==> src/rtl/sea_pkg.sv <==
// Shared types and constants for the SEA round scheduler.
package sea_pkg;

    localparam int SEA_NB         = 48;
    localparam int SEA_NR_DEFAULT = 84;

    typedef enum logic [1:0] {
        IDLE = 2'd0,
        RUN  = 2'd1,
        DONE = 2'd2
    } state_t;

    // Tags double as requester indices in the {dec, enc} valid/grant vectors.
    localparam logic TAG_ENC = 1'b0;
    localparam logic TAG_DEC = 1'b1;

endpackage

==> src/rtl/sea_arb2.sv <==
// Two-way arbiter for the encrypt/decrypt clients; bit 0 = encrypt, bit 1 = decrypt.
// SEA_FAIR_RR_EN selects round-robin tie-break; otherwise encrypt has fixed priority.
module sea_arb2
    import sea_pkg::*;
(
    input  logic [1:0] valid_i,
    input  logic       en_i,
    input  logic       last_grant_i,
    output logic [1:0] grant_o
);

    always_comb begin
        grant_o = 2'b00;
        if (en_i) begin
            if (valid_i == 2'b11) begin
`ifdef SEA_FAIR_RR_EN
                // On a tie the client that did not win last time goes first.
                grant_o = (last_grant_i == TAG_DEC) ? 2'b01 : 2'b10;
`else
                grant_o = 2'b01;
`endif
            end else begin
                grant_o = valid_i;
            end
        end
    end

`ifndef SEA_FAIR_RR_EN
    logic unused_last_grant;
    assign unused_last_grant = last_grant_i;
`endif

endmodule

==> src/rtl/sea_round_sched.sv <==
// Shares one single-round SEA datapath between an encrypt and a decrypt client.
// Optional SEA_FAIR_RR_EN (in sea_arb2) enables round-robin tie-break and the last-grant register.
module sea_round_sched
    import sea_pkg::*;
#(
    parameter int NB = SEA_NB,
    parameter int NR = SEA_NR_DEFAULT
) (
    input  logic          clk,
    input  logic          rst,
    input  logic          enc_valid,
    output logic          enc_ready,
    input  logic [NB-1:0] enc_l,
    input  logic [NB-1:0] enc_r,
    input  logic [NB-1:0] enc_k,
    input  logic          dec_valid,
    output logic          dec_ready,
    input  logic [NB-1:0] dec_l,
    input  logic [NB-1:0] dec_r,
    input  logic [NB-1:0] dec_k,
    output logic [NB-1:0] rnd_l,
    output logic [NB-1:0] rnd_r,
    output logic [NB-1:0] rnd_k,
    output logic          rnd_dir,
    output logic          rnd_ksw,
    input  logic [NB-1:0] rnd_nl,
    input  logic [NB-1:0] rnd_nr,
    input  logic [NB-1:0] rnd_nk,
    output logic          out_valid,
    input  logic          out_ready,
    output logic [NB-1:0] out_l,
    output logic [NB-1:0] out_r,
    output logic          out_tag,
    output logic          busy,
    output state_t        dbg_state
);

    localparam int CW = (NR > 1) ? $clog2(NR) : 1;

    generate
        if ((NR % 2) != 0 || NR < 2) begin : g_bad_nr
            $error("sea_round_sched: NR must be even and >= 2");
        end
    endgenerate

    // Handshakes: a transfer happens on a rising edge where valid && ready.
    // Client readies are combinational from the arbiter and only assert in IDLE;
    // out_valid holds its data stable until out_ready is seen.

    state_t          state_q, state_d;
    logic [CW-1:0]   round_q, round_d;
    logic [NB-1:0]   l_q, l_d, r_q, r_d, k_q, k_d;
    logic            dir_q, dir_d;
    logic            last_grant;
    logic [1:0]      grant;

`ifdef SEA_FAIR_RR_EN
    logic            last_q, last_d;
    assign last_grant = last_q;
`else
    assign last_grant = TAG_DEC;
`endif

    sea_arb2 u_arb (
        .valid_i      ({dec_valid, enc_valid}),
        .en_i         (state_q == IDLE),
        .last_grant_i (last_grant),
        .grant_o      (grant)
    );

    always_comb begin
        state_d = state_q;
        round_d = round_q;
        l_d     = l_q;
        r_d     = r_q;
        k_d     = k_q;
        dir_d   = dir_q;
`ifdef SEA_FAIR_RR_EN
        last_d  = last_q;
`endif
        case (state_q)
            IDLE: begin
                if (grant[TAG_ENC] || grant[TAG_DEC]) begin
                    l_d     = grant[TAG_DEC] ? dec_l : enc_l;
                    r_d     = grant[TAG_DEC] ? dec_r : enc_r;
                    k_d     = grant[TAG_DEC] ? dec_k : enc_k;
                    dir_d   = grant[TAG_DEC] ? TAG_DEC : TAG_ENC;
                    round_d = '0;
`ifdef SEA_FAIR_RR_EN
                    last_d  = grant[TAG_DEC] ? TAG_DEC : TAG_ENC;
`endif
                    state_d = RUN;
                end
            end
            RUN: begin
                l_d = rnd_nl;
                r_d = rnd_nr;
                k_d = rnd_nk;
                if (round_q == CW'(NR - 1)) begin
                    state_d = DONE;
                end else begin
                    round_d = round_q + 1'b1;
                end
            end
            DONE: begin
                if (out_ready) begin
                    state_d = IDLE;
                end
            end
            default: state_d = IDLE;
        endcase
    end

    always_ff @(posedge clk) begin
        if (rst) begin
            state_q <= IDLE;
            round_q <= '0;
            l_q     <= '0;
            r_q     <= '0;
            k_q     <= '0;
            dir_q   <= TAG_ENC;
`ifdef SEA_FAIR_RR_EN
            last_q  <= TAG_DEC;
`endif
        end else begin
            state_q <= state_d;
            round_q <= round_d;
            l_q     <= l_d;
            r_q     <= r_d;
            k_q     <= k_d;
            dir_q   <= dir_d;
`ifdef SEA_FAIR_RR_EN
            last_q  <= last_d;
`endif
        end
    end

    assign enc_ready = grant[TAG_ENC];
    assign dec_ready = grant[TAG_DEC];
    assign rnd_l     = l_q;
    assign rnd_r     = r_q;
    assign rnd_k     = k_q;
    assign rnd_dir   = dir_q;
    assign rnd_ksw   = (state_q == RUN) && (round_q == CW'(NR / 2));
    assign out_valid = (state_q == DONE);
    assign out_l     = l_q;
    assign out_r     = r_q;
    assign out_tag   = dir_q;
    assign busy      = (state_q != IDLE);
    assign dbg_state = state_q;

endmodule

==> config.mk <==
export PLATFORM = sky130hd
export DESIGN_NAME = sea_round_sched
export DESIGN_NICKNAME = d
export VERILOG_FILES = /design/src/rtl/sea_pkg.sv /design/src/rtl/sea_arb2.sv /design/src/rtl/sea_round_sched.sv
export SDC_FILE = /design/constraint.sdc
export NUM_CORES = 1
export LEC_CHECK = 0
export CORE_AREA = 5 5 264 266
export DETAILED_ROUTE_END_ITERATION = 6
export DIE_AREA = 0 0 269 271
export SLEW_MARGIN = 15
export SYNTH_ARGS = -nofsm -noshare
export SYNTH_HDL_FRONTEND = slang
export SYNTH_HIERARCHICAL = 1
export SYNTH_SLANG_ARGS = --single-unit
==> constraint.sdc <==
create_clock -name clk -period 6.6 [get_ports clk]
set_clock_uncertainty 0.15 [all_clocks]
set_input_delay 1.65 -clock clk [delete_from_list [all_inputs] [get_ports clk]]
set_output_delay 1.65 -clock clk [all_outputs]
set_load 0.05 [all_outputs]
Word-level counts from Yosys, hierarchy flattened
Cells that the tools add are included.
{"block": "word_totals", "register_bits": 154, "inputBits": 437, "output_inout_bits": 249, "wordCells": 44}
{"block": "classes", "addsub": 1, "eq_ne": 9, "mux": 19, "reduce_logical": 9}
{"cell": "$mux W48", "count": 6}
{"cell": "$pmux W48 S2", "count": 3}
{"cell": "$mux W7", "count": 2}
{"cell": "$pmux W7 S2", "count": 1}
{"cell": "$mux W2", "count": 5}
{"cell": "$add A7 B1 Y7 const B", "count": 1}
{"cell": "$eq A7 B6 Y1 const B", "count": 1}
{"cell": "$eq A7 B7 Y1 const B", "count": 1}
{"cell": "$ne A2 B2 Y1 const B", "count": 3}
{"cell": "$pmux W2 S3", "count": 1}
{"cell": "$reduce_and A3 Y1", "count": 2}
{"cell": "$eq A2 B2 Y1 const B", "count": 2}
{"cell": "$reduce_and A2 Y1", "count": 2}
{"cell": "$reduce_bool A2 Y1", "count": 2}
{"cell": "$eq A2 B1 Y1 const B", "count": 1}
{"cell": "$logic_not A2 Y1", "count": 1}
{"cell": "$ne A2 B1 Y1 const B", "count": 1}
{"cell": "$logic_and A1 B1 Y1", "count": 1}
{"cell": "$logic_or A1 B1 Y1", "count": 1}
{"cell": "$mux W1", "count": 1}

Longest topological paths before layout
Gate-level depths: netlist of run 1.
{"block": "depth", "depth_word": 6, "ltp_mapped": 8, "depth_no_buf": 6}

Hierarchy
The synthesis of run 1 kept the hierarchy.
{"mod": "sea_round_sched", "n_inst": 1, "cells_per_inst": 828, "area_each_um2": 8220.4}
{"mod": "sea_arb2", "n_inst": 1, "cells_per_inst": 2, "area_each_um2": 16.3}

Worst setup path after synthesis of run 1
Ideal clock, no wire load.
{"block": "synth_path", "kind": "input to output", "startpoint": "in enc_valid", "endpoint": "out dec_ready", "t_arrival_ns": 2.191, "path_slack_ns": 2.609, "cell_stages": 1, "path_buffers": 0, "cell_sequence": "and3b_1"}
{"block": "synth_between", "elab_chain_len": 3}
{"element": "start: declaration", "line_no": "sea_round_sched.sv:11", "text": "input logic enc_valid,"}
{"element": "$eq A2 B2 Y1", "line_no": "sea_arb2.sv:15", "text": "if (valid_i == 2'b11) begin"}
{"element": "$mux W2", "line_no": "sea_arb2.sv:15"}
{"element": "$mux W2", "line_no": "sea_arb2.sv:14", "text": "if (en_i) begin"}
{"element": "end: declaration", "line_no": "sea_round_sched.sv:17", "text": "output logic dec_ready,"}
Every way passes these cells.

Final worst setup path of run 1
{"block": "layout_path", "startpoint": "in dec_valid", "endpoint": "out dec_ready"}
{"block": "layout_between", "elab_chain_len": 3}
{"element": "start: declaration", "line_no": "sea_round_sched.sv:16", "text": "input logic dec_valid,"}
{"element": "$eq A2 B2 Y1", "line_no": "sea_arb2.sv:15"}
{"element": "$mux W2 *", "line_no": "sea_arb2.sv:15"}
{"element": "$mux W2 *", "line_no": "sea_arb2.sv:14"}
Every way passes the cells marked *; elsewhere a longest branch is shown, timed or not.

==> qor.csv, run 1 <==
metric;value;unit
Routed WL;43100;um
initial antenna violation count;0;
final setup vio count;0;
cell row count;95;
hold path cells;2;
RSZ-0062 raised after global routing;false;
reg2reg start;dbg_state[0];
crit path DAT;3.52;ns
clk slew on worst S/H paths;0.07;ns
Area Overhead vs Synth;91.66;%
transition time of the tightest slew-check pin;1.151;ns
R2R cell count;9;
period utilization;80.64;%
hold_buf cts;0;
# IOs;686;
Worst path max stage delay;0.87;ns
required time worst endpoint;4.80;ns
CP dominant cell by count;clkdlybuf4s50_1;
DIE WIDTH;269;um
CP endpoint kind;output pin;
Clock power frac;27.5;%
R2R Path End;rnd_k[16];
failing checks;design-rule violations;
maximum vdd drop;0.0001779;V
syn_nets;1268;
Leakage;5.446;nW
commonest non-fill, non-tap cell in the layout;clkdlybuf4s50_1;
height of the die;271;um
largest net degree at the start of global routing;96;
post-layout minimum cycle time;5.322;ns
Vias;9158;
first-pass GRT wire length;60910;um
TritonCTS clock tree;built;
CTS Root Buffer Type;clkbuf_16;
Critical Path Source;dec_valid;
final hold violation count;0;
CTS H-tree lvls;4;
FMAX;0.1879;GHz
port buffer count;685;
synth warn;6;
critical path class;in2out;
CTS resizes;0;
HPWL Detailed;33370;um
nets;1804;
Starting Density;12.32;%
worst reg2reg setup slack;2.87;ns
Power Total;3.880;mW
critical path cell sequence;clkdlybuf4s50_1 -> and3b_4 -> clkdlybuf4s50_1;
Clock Sinks;154;
fin. max-slew vios;0;
commonest cells after routing, fill and taps aside;684 x clkdlybuf4s50_1, 154 x dfxtp_1, 147 x nor2_1;
Worst slew margin;23.25;%
DR DRC count;8;
die area;72900;sq um
Int Pwr;2.333;mW
Buffers & Inverters on Critical Path;2;
Sw Pwr;1.547;mW
wire per inst;19.14;um
Comb power frac;43.6;%
CTS buffer count;17;
crit path max fanout;22;
Post-Synthesis Cells;829;
layout cells sized above 1;9.724;%
crit-path leading delay family;buffers and inverters;
max-cap violation count;0;
PD cells;245.9;nW/um^2
Synth Area per Inst;9.931;sq um
outcome;finished with violations;
worst-skew pair later-pin latency;0.47;ns
Final GP Congestion;0.8252;
clk buf depth;2;
vias per cell;4.067;
WHS;0.3545;ns
Critical Path Slowest Stage Cell;clkdlybuf4s50_1;
Initial DRT Pass Iterations;7;
# Post-CTS Setup Buffers;0;
Hold Startpoint;rnd_k[28];
antenna-violating nets left;0;
switching portion of total power;39.87;%
grt total ovfl;0;
Cell Area, Synth;8233;sq um
hold path endpoint;rnd_k[28];
Min-Delay Path Class;reg2reg;
drt first-iter violations;902;
Sum Neg Setup Slack;0;ns
sequential share of power;28.9;%
number of global-route vias before repair;9599;
area of the core;66800;sq um
Fill cells;7163;
Worst setup SP type;input port;
GRT Util Overall;11.00;%
-- cell type report --
class	count	area, sq um	share of cell area [%]
antenna	1	2.502	0.01586
clock buffer	19	442.9	2.807
clock inverter	13	166.4	1.055
inverter	8	30.03	0.1903
multi-input combinational	490	4024	25.50
sequential	154	3083	19.54
tap	873	1092	6.923
timing repair buffer	694	6938	43.97
-- worst max path at each step --
stage,to,slack (ns),cells after the start
detailed placement,dec_ready,1.30,3
global placement,dec_ready,1.31,3
CTS,dec_ready,1.29,3
floorplan,dec_ready,2.61,1
global route,dec_ready,1.25,3
finish,dec_ready,1.28,3
-- sequential cells by signal (all words and copies together) (netlist names) --
name	cells
out_tag	1
out_r	48
round_q	7
rnd_k	48
dbg_state	2
out_l	48
-- per-stage QoR --
stage / setup slack (ns) / cell area (sq um) / instances / utilization (%)
finish: 1.278 / 15780 / 2252 / 23.62
global route: 1.249 / 15780 / 2251 / 23.62
CTS: 1.295 / 15780 / 2251 / 23.62
detailed placement: 1.299 / 15170 / 2219 / 22.70
global placement: 1.306 / 15170 / 2219 / 22.70
floorplan: 2.609 / 8233 / 829 / -
-- worst register-to-register path, delay by kind of cell, from the launching register on --
family / cells / cell delay, ns
buf+inv: 3 / 1.54
simple gates: 5 / 1.14
flops: 1 / 0.44
compound gates: 1 / 0.38
-- routing by layer --
| metal | global-route usage, % | up-vias | routed length, um |
|---|---|---|---|
| li1 | - | 4174 | - |
| met1 | 11.58 | 4377 | 15600 |
| met2 | 19.06 | 553 | 21240 |
| met3 | 4.407 | 54 | 4600 |
| met4 | 5.243 | 0 | 1664 |
| met5 | 0 | - | 0 |
-- power groups by stage --
| stage | combinational (mW) | clock (mW) | sequential, mW |
|---|---|---|---|
| 2_1_floorplan | 0.730 | 0 | 1.47 |
| 3_3_place_gp | 1.69 | 0 | 1.14 |
| 3_5_place_dp | 1.70 | 0 | 1.14 |
| 4_1_cts | 1.71 | 1.13 | 1.12 |
| 5_1_grt | 1.77 | 1.16 | 1.13 |
| 6_report | 1.69 | 1.07 | 1.12 |
No activity file was read; power rests on OpenSTA's default activity.
==> run 2: changes to the inputs <==
--- a/config.mk
+++ b/config.mk
@@ -5,9 +5,9 @@
 export SDC_FILE = /design/constraint.sdc
 export NUM_CORES = 1
 export LEC_CHECK = 0
-export CORE_AREA = 5 5 264 266
+export CORE_AREA = 5 5 265 267
 export DETAILED_ROUTE_END_ITERATION = 6
-export DIE_AREA = 0 0 269 271
+export DIE_AREA = 0 0 270 272
 export SLEW_MARGIN = 15
 export SYNTH_ARGS = -nofsm -noshare
 export SYNTH_HDL_FRONTEND = slang
==> constraint.sdc (replaced) <==
create_clock -name clk -period 4.5 [get_ports clk]
set_clock_uncertainty 0.15 [all_clocks]
set_input_delay 1.125 -clock clk [delete_from_list [all_inputs] [get_ports clk]]
set_output_delay 1.125 -clock clk [all_outputs]
set_load 0.05 [all_outputs]
==> qor.csv, run 2 (synthesized netlist as in run 1, its figures left out) <==
metric;value;unit;change
outcome;finished with violations;;
failing checks;design-rule violations;;
final worst slack;0.7088;ns;-0.5692 ns
Leakage;5.504;nW;+1.1%
DIE WIDTH;270;um;+0.37%
worst-skew pair later-pin latency;0.46;ns;about the same
hold path endpoint;out_l[19];;
vias per cell;4.041;;-0.63%
layout cells sized above 1;10.07;%;+0.35 points
largest net degree at the start of global routing;102;;+6.3%
Final GP Congestion;0.8418;;+2.0%
DR DRC count;6;;-2
placed inst area;15250;sq um;+0.55%
initial antenna violation count;1;;+1
area of the core;67870;sq um;+1.6%
fin. max-slew vios;0;;unchanged
grt total ovfl;0;;unchanged
maximum vdd drop;0.0002342;V;+32%
post-layout minimum cycle time;3.791;ns;
clk buf depth;2;;unchanged
n_diodes;0;;-1
CP endpoint kind;output pin;;
Sum Neg Setup Slack;0;ns;unchanged
drt first-iter violations;900;;-0.22%
# IOs;686;;unchanged
R2R Path End;rnd_k[10];;
HPWL Detailed;32090;um;-3.8%
period utilization;84.25;%;
die area;73440;sq um;+0.74%
R2R cell count;7;;-2
max-cap violation count;0;;unchanged
CTS buffer count;17;;unchanged
GRT Util Overall;10.58;%;-0.42 points
worst reg2reg setup slack;1.51;ns;-1.36 ns
Clock Sinks;154;;unchanged
cell row count;96;;+1.1%
clk slew on worst S/H paths;0.07;ns;about the same
hold_buf cts;0;;unchanged
critical path class;reg2out;;
commonest non-fill, non-tap cell in the layout;clkdlybuf4s50_1;;
final setup vio count;0;;unchanged
antenna-violating nets left;0;;unchanged
Routed WL;41280;um;-4.2%
Min-Delay Path Class;reg2reg;;
Worst setup SP type;flip-flop;;
nets;1806;;+0.11%
number of global-route vias before repair;9597;;-0.021%
transition time of the tightest slew-check pin;0.9540;ns;-0.1973 ns
Comb power frac;43.0;%;-0.6 points
wire per inst;18.25;um;-4.7%
CTS Root Buffer Type;clkbuf_16;;
Worst slew margin;35.97;%;+13 points
Starting Density;12.13;%;-0.19 points
hold path cells;2;;unchanged
CTS H-tree lvls;4;;unchanged
CTS resizes;0;;unchanged
fin util;23.42;%;-0.20 points
dpl ws;0.6610;ns;-0.6380 ns
Clock power frac;28.4;%;+0.9 points
height of the die;272;um;+0.37%
Initial DRT Pass Iterations;7;;unchanged
crit path max fanout;17;;-23%
port buffer count;685;;unchanged
first-pass GRT wire length;60170;um;-1.2%
sequential share of power;28.6;%;-0.3 points
Vias;9141;;-0.19%
commonest cells after routing, fill and taps aside;682 x clkdlybuf4s50_1, 154 x dfxtp_1, 147 x nor2_1;;
Int Pwr;3.502;mW;+50%
required time worst endpoint;3.22;ns;-1.58 ns
final hold violation count;0;;unchanged
FMAX;0.2638;GHz;
Power Total;5.765;mW;+49%
TritonCTS clock tree;built;;
Hold Startpoint;out_l[19];;
Final Cell Area;15900;sq um;+0.75%
# Post-CTS Setup Buffers;0;;unchanged
Area Overhead vs Synth;93.09;%;
RSZ-0062 raised after global routing;false;;
PD cells;362.7;nW/um^2;+48%
Sw Pwr;2.264;mW;+46%
crit path DAT;2.52;ns;-1.00 ns
reg2reg start;dbg_state[0];;
switching portion of total power;39.26;%;-0.61 points
[run 2: worst max-delay path by stage]
stage,start,endpoint,cells past startpoint
after floorplan,enc_valid,out_l[0],6
after global placement,enc_valid,out_l[44],7
after detailed placement,enc_valid,rnd_k[11],7
after CTS,dbg_state[0],rnd_ksw,3
after global routing,dbg_state[0],rnd_ksw,3
final,dbg_state[0],rnd_ksw,3
[run 2: through the flow]
stage / hold slack (ns) / std cells
5_1_grt: 0.3447 / 2262
4_1_cts: 0.3321 / 2262
3_3_place_gp: 0.3113 / 2230
2_1_floorplan: 0.3192 / 829
3_5_place_dp: 0.3221 / 2230
6_report: 0.3293 / 2262
[run 2: power by group through the flow]
stage	Sequential, mW	Combinational (mW)	Clock [mW]
finish	1.65	2.48	1.64
global route	1.66	2.60	1.78
CTS	1.65	2.50	1.74
detailed placement	1.67	2.49	0
global placement	1.67	2.48	0
floorplan	2.15	1.07	0
[run 2: critical path: stages (launching register included)]
cell	delay, ns
dfxtp_1	0.61
and2b_4	0.37
and4b_1	0.22
clkdlybuf4s50_1	0.86
[run 2: layer usage]
| layer | track usage, % | vias to the layer above | wire, um |
|---|---|---|---|
| li1 | - | 4172 | - |
| met4 | 5.121 | 0 | 1549 |
| met3 | 3.647 | 66 | 3362 |
| met2 | 17.98 | 525 | 20100 |
| met5 | 0 | - | 0 |
| met1 | 11.89 | 4378 | 16260 |
[run 2: cell type report]
cell class	instances	area (sq um)
tap	882	1104
timing repair buffer	696	7010
multi-input combinational	490	4024
clock inverter	14	206.4
inverter	8	30.03
sequential	154	3083
fill	7229	51970
clock buffer	18	439.2
==> run 3: changes to the inputs <==
==> constraint.sdc (replaced) <==
create_clock -name clk -period 3.3 [get_ports clk]
set_clock_uncertainty 0.15 [all_clocks]
set_input_delay 0.825 -clock clk [delete_from_list [all_inputs] [get_ports clk]]
set_output_delay 0.825 -clock clk [all_outputs]
set_load 0.05 [all_outputs]
==> qor.csv, run 3 (synthesized netlist as in run 1, its figures left out) <==
metric;value;unit;change
placed inst area;15520;sq um;+1.8%
Final Cell Area;16110;sq um;+1.4%
final hold violation count;0;;unchanged
metal3 WL;3733;um;+11%
first-pass GRT wire length;60920;um;+1.2%
DR DRC count;10;;+4
Sum Neg Setup Slack;0;ns;unchanged
grt total ovfl;0;;unchanged
crit path DAT;2.03;ns;-0.49 ns
Min-Delay Path Class;reg2reg;;
CTS Root Buffer Type;clkbuf_16;;
Starting Density;12.13;%;unchanged
FMAX;0.3332;GHz;
crit path max fanout;24;;+7
commonest cells after routing, fill and taps aside;679 x clkdlybuf4s50_1, 154 x dfxtp_1, 147 x nor2_1;;
transition time of the tightest slew-check pin;0.7675;ns;-0.1865 ns
outcome;finished with violations;;
required time worst endpoint;2.32;ns;-0.90 ns
critical path cell sequence;nor2_2 -> and3b_4 -> buf_12 -> buf_12;;
clk buf depth;2;;unchanged
Fill cells;7236;;+0.097%
CP dominant cell by count;buf_12;;
TritonCTS clock tree;built;;
Critical Path Slowest Stage Cell;dfxtp_1;;
clk slew on worst S/H paths;0.07;ns;about the same
height of the die;272;um;unchanged
port buffer count;685;;unchanged
Vias;9262;;+1.3%
post-layout minimum cycle time;3.001;ns;
PD cells;481.6;nW/um^2;+33%
CTS buffer count;17;;unchanged
CTS H-tree lvls;4;;unchanged
# IOs;686;;unchanged
top sig layer;met5;;
hold_buf cts;0;;unchanged
final setup vio count;0;;unchanged
area of the core;67870;sq um;unchanged
Initial DRT Pass Iterations;7;;unchanged
Routed WL;41800;um;+1.3%
wire length on met1;16190;um;-0.47%
period utilization;90.95;%;
max-cap violation count;0;;unchanged
worst-skew pair later-pin latency;0.45;ns;about the same
layout cells sized above 1;11.82;%;+1.8 points
met2 wire len;20600;um;+2.5%
maximum vdd drop;0.0003444;V;+47%
Leakage;5.629;nW;+2.3%
initial antenna violation count;2;;+1
WHS;0.3306;ns;+0.001241 ns
largest net degree at the start of global routing;146;;+43%
critical path class;reg2out;;
Worst path max stage delay;0.43;ns;-0.43 ns
Power Total;7.761;mW;+35%
vias per cell;4.050;;+0.22%
antenna-violating nets left;0;;unchanged
commonest non-fill, non-tap cell in the layout;clkdlybuf4s50_1;;
drt first-iter violations;880;;-2.2%
HPWL Detailed;32300;um;+0.68%
DIE WIDTH;270;um;unchanged
die area;73440;sq um;unchanged
Clock Sinks;154;;unchanged
# Post-CTS Setup Buffers;0;;unchanged
wire per inst;18.28;um;+0.16%
nets;1830;;+1.3%
Worst slew margin;48.84;%;+13 points
cell row count;96;;unchanged
fin. max-slew vios;0;;unchanged
RSZ-0062 raised after global routing;false;;
number of global-route vias before repair;9542;;-0.57%
Final GP Congestion;0.8187;;-2.7%
Worst setup SP type;flip-flop;;
CTS resizes;0;;unchanged
Area Overhead vs Synth;95.73;%;
failing checks;design-rule violations;;
GRT Util Overall;10.75;%;+0.17 points
CP endpoint kind;output pin;;
-- run 3: cell count changes in the layout (fill, tap and decap cells not counted) --
cell             previous run  this run
inv_6                       4         5
clkinv_2                    2         0
buf_4                       7        26
clkinvlp_4                  1         2
clkdlybuf4s50_1           682       679
buf_12                      6        14
diode_2                     0         1
clkinv_4                    0         3
bufinv_16                   4         1
-- run 3: worst paths after layout --
kind                            cells past startpoint  slack (ns)         start        end
worst max-delay path                                4        0.30  dbg_state[0]  dec_ready
worst min-delay path                                2        0.33     out_l[19]  out_l[19]
worst max register to register                      7        0.58  dbg_state[0]  rnd_k[44]
worst min register to register                      2        0.33     out_l[19]  out_l[19]
-- run 3: area by class of cell --
class | count | area [sq um] | area share [%]
sequential | 154 | 3083 | 19.13
timing repair buffer | 720 | 7283 | 45.20
clock buffer | 18 | 439.2 | 2.725
clock inverter | 14 | 148.9 | 0.9240
tap | 882 | 1104 | 6.848
antenna | 1 | 2.502 | 0.01553
inverter | 8 | 30.03 | 0.1863
multi-input combinational | 490 | 4024 | 24.97
-- run 3: metal layers --
metal / vias up / track usage, %
li1: 4225 / -
met1: 4440 / 12.12
met2: 533 / 18.41
met3: 62 / 4.043
met4: 2 / 4.281
met5: - / 0
-- run 3: stage by stage --
step           util (%)  setup slack (ns)  std cells
3_5_place_dp      22.87            0.1578       2254
5_1_grt           23.74           0.04839       2286
6_report          23.74            0.2986       2287
4_1_cts           23.74           0.09782       2286
3_3_place_gp      22.87            0.1971       2254
2_1_floorplan         -            0.4510        829
-- run 3: critical path, delay by kind of cell, from the launching register on --
kind                   cells  cell delay (ns)
buffers and inverters      2             0.42
and+or+nand+nor            2             0.71
DFF                        1             0.43
-- run 3: report_power, final --
group,switching (mW),internal (mW),total [mW]
sequential,0.180,2.07,2.25
clock,0.977,1.09,2.07
combinational,1.99,1.46,3.45
